===== src/rtl/dsp_out_preg_if.sv =====
// P-side bus of the DSP slice output stage: ALU result in, registered result,
// cascade copy, carry-outs and pattern-detector flags out.
interface dsp_out_preg_if;
  logic        CEP;
  logic [47:0] ALU_OUT;
  logic [3:0]  CARRY_IN;
  logic [47:0] P;
  logic [47:0] PCOUT;
  logic [3:0]  CARRYOUT;
  logic        PATTERNDETECT;
  logic        PATTERNBDETECT;
  logic        PATTERNDETECTPAST;
  logic        PATTERNBDETECTPAST;
  logic        OVERFLOW;
  logic        UNDERFLOW;

  modport master (
    output CEP, ALU_OUT, CARRY_IN,
    input  P, PCOUT, CARRYOUT, PATTERNDETECT, PATTERNBDETECT,
           PATTERNDETECTPAST, PATTERNBDETECTPAST, OVERFLOW, UNDERFLOW
  );

  modport slave (
    input  CEP, ALU_OUT, CARRY_IN,
    output P, PCOUT, CARRYOUT, PATTERNDETECT, PATTERNBDETECT,
           PATTERNDETECTPAST, PATTERNBDETECTPAST, OVERFLOW, UNDERFLOW
  );
endinterface


===== src/rtl/dsp_out_preg.sv =====
// DSP slice output stage: P register, PCOUT cascade and pattern detector.
// Define DSP_PATDET_EN to build the detector, PAST history, OVERFLOW/UNDERFLOW and auto-reset.
module dsp_out_preg #(
  parameter int unsigned PREG             = 1,
  parameter logic [47:0] PATTERN          = 48'h0,
  parameter logic [47:0] MASK             = 48'h3FFF_FFFF_FFFF,
  parameter string       AUTORESET_PATDET = "NO_RESET"
) (
  input  logic          clk,
  input  logic          RSTP,
  dsp_out_preg_if.slave bus
);

`ifdef DSP_PATDET_EN
  localparam bit PATDET_EN = 1'b1;
`else
  localparam bit PATDET_EN = 1'b0;
`endif

  typedef enum logic [1:0] {
    AR_NONE      = 2'd0,
    AR_MATCH     = 2'd1,
    AR_NOT_MATCH = 2'd2
  } ar_mode_e;

  // Unknown auto-reset strings fall back to no auto-reset.
  localparam ar_mode_e AR_MODE =
    !PATDET_EN                              ? AR_NONE :
    (AUTORESET_PATDET == "RESET_MATCH")     ? AR_MATCH :
    (AUTORESET_PATDET == "RESET_NOT_MATCH") ? AR_NOT_MATCH : AR_NONE;

  function automatic logic pat_match(input logic [47:0] d, input logic [47:0] pat);
    return &(~(d ^ pat) | MASK);
  endfunction

  logic match_s;
  logic bmatch_s;
  logic zmatch_s;
  logic zbmatch_s;

  // Detector terms for the live ALU result and for the cleared (all-zero) value.
  always_comb begin
    match_s   = PATDET_EN & pat_match(bus.ALU_OUT, PATTERN);
    bmatch_s  = PATDET_EN & pat_match(bus.ALU_OUT, ~PATTERN);
    zmatch_s  = PATDET_EN & pat_match(48'h0, PATTERN);
    zbmatch_s = PATDET_EN & pat_match(48'h0, ~PATTERN);
  end

  generate
    if (PREG == 0) begin : g_comb
      assign bus.P                  = bus.ALU_OUT;
      assign bus.PCOUT              = bus.ALU_OUT;
      assign bus.CARRYOUT           = bus.CARRY_IN;
      assign bus.PATTERNDETECT      = match_s;
      assign bus.PATTERNBDETECT     = bmatch_s;
      assign bus.PATTERNDETECTPAST  = 1'b0;
      assign bus.PATTERNBDETECTPAST = 1'b0;
      assign bus.OVERFLOW           = 1'b0;
      assign bus.UNDERFLOW          = 1'b0;
    end else begin : g_reg
      logic [47:0] p_r;
      logic [3:0]  carry_r;
      logic        pd_r;
      logic        pbd_r;
      logic        pdp_r;
      logic        pbdp_r;
      logic        ar_s;

      // Auto-reset trigger decoded from the currently visible detect state.
      always_comb begin
        ar_s = 1'b0;
        case (AR_MODE)
          AR_MATCH:     ar_s = pd_r;
          AR_NOT_MATCH: ar_s = pdp_r & ~pd_r;
          default:      ar_s = 1'b0;
        endcase
      end

      // P / CARRYOUT / detector registers; RSTP dominates auto-reset, CEP=0 freezes all.
      always_ff @(posedge clk) begin
        if (RSTP) begin
          p_r     <= 48'h0;
          carry_r <= 4'h0;
          pd_r    <= 1'b0;
          pbd_r   <= 1'b0;
          pdp_r   <= 1'b0;
          pbdp_r  <= 1'b0;
        end else if (bus.CEP) begin
          pdp_r  <= pd_r;
          pbdp_r <= pbd_r;
          if (ar_s) begin
            p_r     <= 48'h0;
            carry_r <= 4'h0;
            pd_r    <= zmatch_s;
            pbd_r   <= zbmatch_s;
          end else begin
            p_r     <= bus.ALU_OUT;
            carry_r <= bus.CARRY_IN;
            pd_r    <= match_s;
            pbd_r   <= bmatch_s;
          end
        end
      end

      assign bus.P                  = p_r;
      assign bus.PCOUT              = p_r;
      assign bus.CARRYOUT           = carry_r;
      assign bus.PATTERNDETECT      = pd_r;
      assign bus.PATTERNBDETECT     = pbd_r;
      assign bus.PATTERNDETECTPAST  = pdp_r;
      assign bus.PATTERNBDETECTPAST = pbdp_r;
      // Flags leave the pattern window in one step: overflow from match, underflow from bmatch.
      assign bus.OVERFLOW           = pdp_r & ~pd_r & ~pbd_r;
      assign bus.UNDERFLOW          = pbdp_r & ~pd_r & ~pbd_r;
    end
  endgenerate

endmodule

===== src/flat_wrapper.sv =====
// flat-port wrapper written by rule: the top's interface ports become plain ports
module dsp_out_preg_flat 
#(
  parameter int unsigned PREG             = 1,
  parameter logic [47:0] PATTERN          = 48'h0,
  parameter logic [47:0] MASK             = 48'h3FFF_FFFF_FFFF,
  parameter string       AUTORESET_PATDET = "        "
)
  (clk, RSTP, bus_CEP, bus_ALU_OUT, bus_CARRY_IN, bus_P, bus_PCOUT, bus_CARRYOUT, bus_PATTERNDETECT, bus_PATTERNBDETECT, bus_PATTERNDETECTPAST, bus_PATTERNBDETECTPAST, bus_OVERFLOW, bus_UNDERFLOW);
  dsp_out_preg_if bus_i ();
  input  logic clk;
  input  logic RSTP;
  input wire logic [$bits(bus_i.CEP)-1:0] bus_CEP;
  input wire logic [$bits(bus_i.ALU_OUT)-1:0] bus_ALU_OUT;
  input wire logic [$bits(bus_i.CARRY_IN)-1:0] bus_CARRY_IN;
  output wire logic [$bits(bus_i.P)-1:0] bus_P;
  output wire logic [$bits(bus_i.PCOUT)-1:0] bus_PCOUT;
  output wire logic [$bits(bus_i.CARRYOUT)-1:0] bus_CARRYOUT;
  output wire logic [$bits(bus_i.PATTERNDETECT)-1:0] bus_PATTERNDETECT;
  output wire logic [$bits(bus_i.PATTERNBDETECT)-1:0] bus_PATTERNBDETECT;
  output wire logic [$bits(bus_i.PATTERNDETECTPAST)-1:0] bus_PATTERNDETECTPAST;
  output wire logic [$bits(bus_i.PATTERNBDETECTPAST)-1:0] bus_PATTERNBDETECTPAST;
  output wire logic [$bits(bus_i.OVERFLOW)-1:0] bus_OVERFLOW;
  output wire logic [$bits(bus_i.UNDERFLOW)-1:0] bus_UNDERFLOW;
  assign bus_i.CEP = bus_CEP;
  assign bus_i.ALU_OUT = bus_ALU_OUT;
  assign bus_i.CARRY_IN = bus_CARRY_IN;
  assign bus_P = bus_i.P;
  assign bus_PCOUT = bus_i.PCOUT;
  assign bus_CARRYOUT = bus_i.CARRYOUT;
  assign bus_PATTERNDETECT = bus_i.PATTERNDETECT;
  assign bus_PATTERNBDETECT = bus_i.PATTERNBDETECT;
  assign bus_PATTERNDETECTPAST = bus_i.PATTERNDETECTPAST;
  assign bus_PATTERNBDETECTPAST = bus_i.PATTERNBDETECTPAST;
  assign bus_OVERFLOW = bus_i.OVERFLOW;
  assign bus_UNDERFLOW = bus_i.UNDERFLOW;
  dsp_out_preg #(.PREG(PREG), .PATTERN(PATTERN), .MASK(MASK), .AUTORESET_PATDET(AUTORESET_PATDET)) u_core (.clk(clk), .RSTP(RSTP), .bus(bus_i));
endmodule

===== config.mk =====
export PLATFORM = sky130hd
export DESIGN_NAME = dsp_out_preg_flat
export DESIGN_NICKNAME = d
export VERILOG_FILES = /design/src/rtl/dsp_out_preg_if.sv /design/src/rtl/dsp_out_preg.sv /design/src/flat_wrapper.sv
export SDC_FILE = /design/constraint.sdc
export NUM_CORES = 1
export LEC_CHECK = 0
export CAP_MARGIN = 10
export CORE_MARGIN = 4
export CORE_UTILIZATION = 30
export CTS_CLUSTER_DIAMETER = 150
export DETAILED_ROUTE_END_ITERATION = 16
export MAX_ROUTING_LAYER = met4
export PLACE_DENSITY = 0.71
export SLEW_MARGIN = 25
export SYNTH_ARGS = -nofsm -noshare
export SYNTH_HDL_FRONTEND = slang
export SYNTH_SLANG_ARGS = --single-unit

===== constraint.sdc =====
create_clock -name clk -period 1.2 [get_ports clk]
set_clock_uncertainty 0.2 [all_clocks]
set_input_delay 0.24 -clock clk [delete_from_list [all_inputs] [get_ports clk]]
set_output_delay 0.24 -clock clk [all_outputs]
set_load 0.02 [all_outputs]

# Word level (Yosys, flattened, before mapping)
# Cells that the tools add are included.
[word_totals]
regBits = 52
input_bits = 55
out_inout_bits = 106

# Longest topological paths before layout
# Gate-level depths: netlist of run 1.
[logic_depth]
word_depth = 0
ltp_mapped = 4
ltp_nobuf = 2

# Worst setup path before layout of run 1
# Ideal clock, no wire load.
[synth_path]
path_type = "input to register"
start = "input port bus_CEP"
end = "register u_core.g_reg.carry_r[0], in the netlist u_core.bus.CARRYOUT[0]"
path_slack_ns = 0.137
setup_ns = 0.128
required_time_ns = 0.872
t_arrival_ns = 0.735
path_buffers = 2
cell_stages = 4
path_cell_list = "buf_6 -> buf_8 -> mux2i_1 -> nor2_1"
[synth_lines]
columns = ["item", "line", "source"]
rows = [
  ["start: declaration", "flat_wrapper.sv:13", "input wire logic [$bits(bus_i.CEP)-1:0] bus_CEP;"],
  ["end signal: assignment", "dsp_out_preg.sv:98", "carry_r <= bus.CARRY_IN;"],
  ["end: declaration", "dsp_out_preg.sv:62", "logic [3:0] carry_r;"],
]

# Final worst setup path of run 1
[layout_path]
start = "register u_core.g_reg.p_r[38], in the netlist u_core.bus.P[38]"
end = "output port bus_PCOUT[38]"
[layout_lines]
columns = ["item", "line", "source"]
rows = [
  ["start: declaration", "dsp_out_preg.sv:61", "logic [47:0] p_r;"],
  ["start signal: assignment", "dsp_out_preg.sv:97", "p_r <= bus.ALU_OUT;"],
  ["end: declaration", "flat_wrapper.sv:17", "output wire logic [$bits(bus_i.PCOUT)-1:0] bus_PCOUT;"],
]
# No word-level cell between the ends.

==> results of run 1 <==
[cells by family (layout without fill, tap and decap cells)]
kind of cell | after synthesis | after routing | share of synthesized area [%]
mux | 52 | 52 | 22.9
simple gates | 52 | 52 | 8.58
flops | 52 | 52 | 45.7
buf+inv | 66 | 170 | 22.6
other cells | 1 | 6 | 0.165
[flip-flops by register name, indices dropped and copies added (netlist names)]
register,cells
u_core.bus.P,48
u_core.bus.CARRYOUT,4
[synth_stat cells]
master    instances
buf_4            54
conb_1            1
buf_6             1
dfxtp_1          52
clkbuf_1          5
clkbuf_2          1
nor2_1           52
buf_8             5
mux2i_1          52
[power groups by stage]
stage               combinational [mW]  sequential (mW)  clock (mW)
detailed placement                1.10             1.94           0
floorplan                        0.513             2.06           0
CTS                               1.10             1.95        1.07
global placement                  1.09             1.94           0
finish                            1.10             1.94        1.01
global route                      1.17             1.96        1.14
[per-stage QoR]
step | setup TNS (ps) | util, %
floorplan | 0 | -
global placement | -19960 | 48.4
detailed placement | -20650 | 48.4
CTS | -3790 | 50.4
global route | -6380 | 51.4
finish | -1820 | 51.4
[worst max path at each step]
stage / end / depth (start not counted)
after floorplan: u_core.bus.CARRYOUT[0]$_SDFFE_PP0P_ / 4
after global placement: bus_P[47] / 1
after detailed placement: bus_P[20] / 1
after CTS: bus_P[38] / 1
after global routing: bus_P[40] / 1
final: bus_PCOUT[38] / 1
[timing repair]
item                                    in CTS  in global routing
gates cloned                                 0                  0
endpoints found under the hold margin        0                  0
resized for setup                          617                 24
pin swaps                                    0                  0
buffers inserted                             0                  0
endpoints found under the setup margin     100                100
[metal layers]
layer / up-vias / share of wire, % / GRT usage [%]
met4: 0 / 0.83 / 2.88
met1: 809 / 39 / 13.5
met3: 5 / 9.5 / 3.87
met2: 98 / 50 / 22.2
met5: - / 0 / -
li1: 868 / - / -
[layout make-up]
| class | instances | area [µm²] |
|---|---|---|
| Fill cell | 651 | 3560 |
| Timing Repair Buffer | 162 | 1680 |
| Clock buffer | 8 | 90.1 |
| Sequential cell | 52 | 1130 |
| Tap cell | 99 | 124 |
| Multi-Input combinational cell | 110 | 738 |
==> results.md, run 1 <==
- Synthesis-stage register bit count: 52
- Register share of total power: 48.0%
- CTS tree: built
- Die height: 95.1 µm
- LEAKAGE: about 1.8 nW
- CP Launch Point: u_core.bus.P[38]$_SDFFE_PP0P_
- Final setup violation count: 96
- Slew Viols, Final: 0
- CTS Hold Buffers Added: 0
- NetSw: about 1.1 mW
- Total power: 4.05 mW
- Hold WC Path Type: input port to flip-flop
- CTS Buffer Depth: 2
- Post-route cell area: between 3000 and 4000 µm²
- Area after DPL: 3540 µm²
- Worst path bufs/invs: 1
- Final cell count without fillers: between 400 and 500
- Yosys cell types: 9
- Die X-Extent: approximately 95 µm
- Pint: between 2 and 3 mW
- Nature of the critical path endpoint: primary output
- Period utilization: 103%
- RSZ-0062 raised after global routing: yes
- Clock share of power: between 20% and 30%
- Top cell type's share of synthesized area: between 40 and 50%
- Dominant cell type by area after synthesis: dfxtp_1
- Placed cell count: between 400 and 500
- Synthesis Warnings: 0
- Reg2reg setup slack: about 350 ps
- Gate power share: 27.1%
- Most frequent cells in the layout: buf_6 (78), mux2i_1 (52), nor2_1 (52), clkdlybuf4s50_1 (52), dfxtp_2 (41)
- Clock sink total: 52
- Pre-Repair DR Iteration Count: 3
- CTS buffer count: 5
- Most common cell after layout, fill and taps aside: buf_6
- Worst skew pair latency: 290 ps
- Arr. time, crit path: about 800 ps
- H-tree level count: 2
- Worst-path maximum fanout: 3
- Row cnt: 31
- Hold Crit Start: RSTP
- Number of antenna violations at the first check in global routing: 0
- Minimum clock period: between 1000 and 1500 ps
- Mapped Cells: 223
- Final hold vios: 0
- RD Place Congestion: 0.690
- Vias/cell: about 4.1
- Drc violations: 0
- Crit path required time: 760 ps
- Hold WS: between 150 and 200 ps
- Root Driver: clkbuf_8
- Layout area overhead: 65.6%
- Family with the most delay on the worst path: flip-flops
- Fin worst setup slack: -32.5 ps
- WL/cell: around 13 µm
- HPWL Detailed: approximately 4200 µm
- Netlist Area Pre-Place: ~2300 µm²
- Crit-path slowest cell: dfxtp_2
- Failing checks: setup timing
- Clock-pin slew on the worst setup and hold paths: about 90 ps
- Peak VDD IR: between 400 and 500 µV
- Pin count of the biggest net entering global routing: 28
- Max incr delay on CP: between 300 and 400 ps
- Share of cells above drive strength 1: between 50% and 60%
- Global-route wire length before repair: 8680 µm
- Switching share of power: between 20% and 30%
- WHS Path Cells: 3
- Sequential element share of the synthesized area: between 40% and 50%
- Fin nets: approximately 390
- GRT Total Usage: around an eighth
- Synth area leaders: dfxtp_1 (46%), mux2i_1 (23%), buf_4 (18%)
- Crit-path cells: buf_6
- Starting Density: a little over 30%
- Total die area: 9040 µm²
- Status: complete, but fails checks
- Power Density: 1070 nW/µm²
- Drt total wl: about 5700 µm
- Ant diodes: 0
- Worst Hold Endpoint: u_core.bus.P[24]$_SDFFE_PP0P_
- Core ar.: 7330 µm²
- Place WS: -214 ps
- Crit Reg-Reg Startpoint: u_core.bus.P[6]$_SDFFE_PP0P_
- Reg2reg end: u_core.bus.P[6]$_SDFFE_PP0P_
- Overflow after GRT: 0
- Detail Route Antenna Nets: 0
- Buffers on Ports: approximately 150
- Worst setup SP type: flip-flop
- Max cap viols: 0
- Worst setup path category: flip-flop to primary output
- R2R cell count: 2
- Via count: roughly 1,800
- Number of DRC markers in iteration 0: 4
- I/O pin cnt: roughly 160
- Mean area per synthesized cell: 10.2 µm²
- F_max: a little over 800 MHz
- Vias in the first global route: ~1,800
No activity file was read; power rests on OpenSTA's default activity.
==> run 2, diff against run 1 <==
--- a/config.mk
+++ b/config.mk
@@ -10,6 +10,7 @@
 export CORE_UTILIZATION = 30
 export CTS_CLUSTER_DIAMETER = 150
 export DETAILED_ROUTE_END_ITERATION = 16
+export GPL_ROUTABILITY_DRIVEN = 0
 export MAX_ROUTING_LAYER = met4
 export PLACE_DENSITY = 0.71
 export SLEW_MARGIN = 25
==> results of run 2 <==
Same layout as run 1: the final DEF is identical, and so are final timing and power.
==> patch, RTL diff (flow settings as in run 1) <==
Build with the macro `DSP_PATDET_EN` defined.
--- a/src/rtl/dsp_out_preg.sv
+++ b/src/rtl/dsp_out_preg.sv
@@ -1,4 +1,6 @@
 // DSP slice output stage: P register, PCOUT cascade and pattern detector.
 // Define DSP_PATDET_EN to build the detector, PAST history, OVERFLOW/UNDERFLOW and auto-reset.
+`define DSP_PATDET_EN
+
 module dsp_out_preg #(
   parameter int unsigned PREG             = 1,
Function: changed (Yosys sat finds a counterexample within 4 cycles, from zero or initial values and one cycle with RSTP high).
==> patch against run 1 <==
- sequential cell count increased by 4
- global-route usage increased by 0.55 points
- cell area increased by 10%
- worst setup slack got worse by 220 ps
- total power increased by 10%
- largest cell class unchanged
- area after synthesis increased by 5.7%
- routed wire length increased by 9.1%
- highest routed layer unchanged
- the flow still finishes with violations (setup timing)
==> patch: results (changes against run 1) <==
* Initial antenna violation count at 0 (unchanged)
* Total global-route track usage at 13.0% (+0.55 points)
* Wire length of the first global-routing pass at 10000 µm (+16%)
* Clock root cell: sky130_fd_sc_hd__clkbuf_8
* Run status: finished, violations left
* Worst min path class: input port to flop
* Crit Path Max Fanout at 4 (+1)
* Worst-Margin Slew at 205 ps
* Total CTS buffers at 5 (unchanged)
* Most frequent standard cell in the layout excluding fill and tap cells: sky130_fd_sc_hd__buf_6
* Number of cells traversed by the worst register-to-register path at 4 (+2)
* Clock transition at the register clock pins on the worst setup and hold paths after CTS at 100 ps
* Diode insertion count for antenna repair at 0 (unchanged)
* Maximum vdd ir drop at 478 µV (+4.4%)
* RD Place Congestion at 0.732 (+6.0%)
* Unique cell type count in the Yosys netlist at 14 (+5)
* Pin count of the biggest net entering global routing at 32 (+14%)
* Total number of vias at 1915 (+7.6%)
* Buffer levels on the longest clock path at 2 (unchanged)
* WHS at 50.3 ps (-101 ps)
* Post-detail-place hpwl at 4650 µm (+9.6%)
* Part of the Yosys area used for sequential elements at 46.6% (+0.85 points)
* Ranking of synthesized cells by area: sky130_fd_sc_hd__dfxtp_1 47%, sky130_fd_sc_hd__mux2i_1 22%, sky130_fd_sc_hd__buf_4 16%, sky130_fd_sc_hd__nor2_1 8.4%, sky130_fd_sc_hd__buf_12 3.3%
* FF-to-FF Start: u_core.bus.PATTERNBDETECTPAST
* Largest register FFs at 48 (unchanged)
* Origin of the worst min-delay path: bus_CEP
* 1st-iter DRT viols at 12 (+8)
* Placed Area at 3780 µm² (+6.6%)
* Count of buffers inserted at the top-level ports at 160 (+3.9%)
* Register-to-register setup slack at 160 ps (-190 ps)
* Final-layout setup total negative slack at -3690 ps (-1870 ps)
* Via count of the first global-routing pass at 2029 (+12%)
* Share of async-settable or async-resettable flops after synthesis at 0% (unchanged)
* Worst hold stages at 3 (unchanged)
* Fraction of layout cells with a size suffix above 1 at 52.8% (+2.2 points)
* Signal arrival time at the worst endpoint at 1010 ps (+220 ps)
* Total wire length after detailed routing at 6210 µm (+9.1%)
* Finish-stage setup viols at 104 (+8.3%)
* Fillers at 689 (+5.8%)
* First-pass iteration count of the detailed router at 4 (+1)
* H-tree depth reported by CTS at 2 (unchanged)
* Insertion delay of the later-clocked pin in the worst-skew pair at 300 ps
* Top post-synthesis cells by count: 56 x sky130_fd_sc_hd__dfxtp_1, 54 x sky130_fd_sc_hd__mux2i_1, 54 x sky130_fd_sc_hd__nor2_1
* Layout Nets at 406 (+5.2%)
* LEAKAGE at 1.92 nW (+7.7%)
* Worst Hold Endpoint: u_core.bus.P[46]
* Violated checks: setup timing
* Worst r2r dst: u_core.bus.PATTERNBDETECTPAST
* Setup WS post-layout at -255 ps (-222 ps)
* Synth warnings at 0 (unchanged)
-- patch: layer usage --
metal / global-route usage, % / wire, µm / up-vias
li1: - / - / 939
met1: 14.3 / 2450 / 887
met2: 23.0 / 3200 / 83
met3: 3.95 / 497 / 6
met4: 3.19 / 61 / 0
met5: - / 0 / -
-- patch: critical path, stage by stage (launching register included) --
cell                      delay (ps)
sky130_fd_sc_hd__dfxtp_2         370
sky130_fd_sc_hd__nor3b_4         200
sky130_fd_sc_hd__buf_6           150
-- patch: power by group --
group | switching (mW) | internal [mW]
Combinational | 0.496 | 0.657
Clock | 0.587 | 0.620
Sequential | 0.121 | 1.97
Total | 1.20 | 3.25
-- patch: through the flow --
step,std cells,setup WS (ps)
2_1_floorplan,233,9.68
3_3_place_gp,443,-468
3_5_place_dp,443,-464
4_1_cts,454,-277
5_1_grt,454,-299
6_report,454,-255
-- patch: worst max path at each step --
stage,from,to
2_1_floorplan,u_core.bus.PATTERNDETECT,bus_OVERFLOW
3_3_place_gp,u_core.bus.PATTERNDETECT,bus_OVERFLOW
3_5_place_dp,u_core.bus.PATTERNDETECT,bus_OVERFLOW
4_1_cts,u_core.bus.PATTERNDETECT,bus_OVERFLOW
5_1_grt,u_core.bus.PATTERNDETECT,bus_OVERFLOW
6_report,u_core.bus.PATTERNDETECT,bus_OVERFLOW
-- patch: cell type report --
class	instances	area [µm²]	area share, %
multi-input combinational	116	821	19.8
clock buffer	6	72.6	1.75
clock inverter	2	35.0	0.845
sequential	56	1220	29.5
tap	102	128	3.08
timing repair buffer	172	1870	45.1
-- patch: repair_timing --
item / 4_1_cts / 5_1_grt
hold buffers: 0 / 0
hold endpoints to repair: 0 / 0
endpoints found under the setup margin: 106 / 107
gates resized for setup: 691 / 13
setup buffers: 3 / 0
pin swaps: 0 / 1
-- patch: kinds of logic after synthesis --
kind of cell,synth area share [%]
buffers and inverters,20.4
AO/OA/AOI/OAI,0.416
multiplexers,22.5
flip-flops,46.6
AND/OR/NAND/NOR,10.1
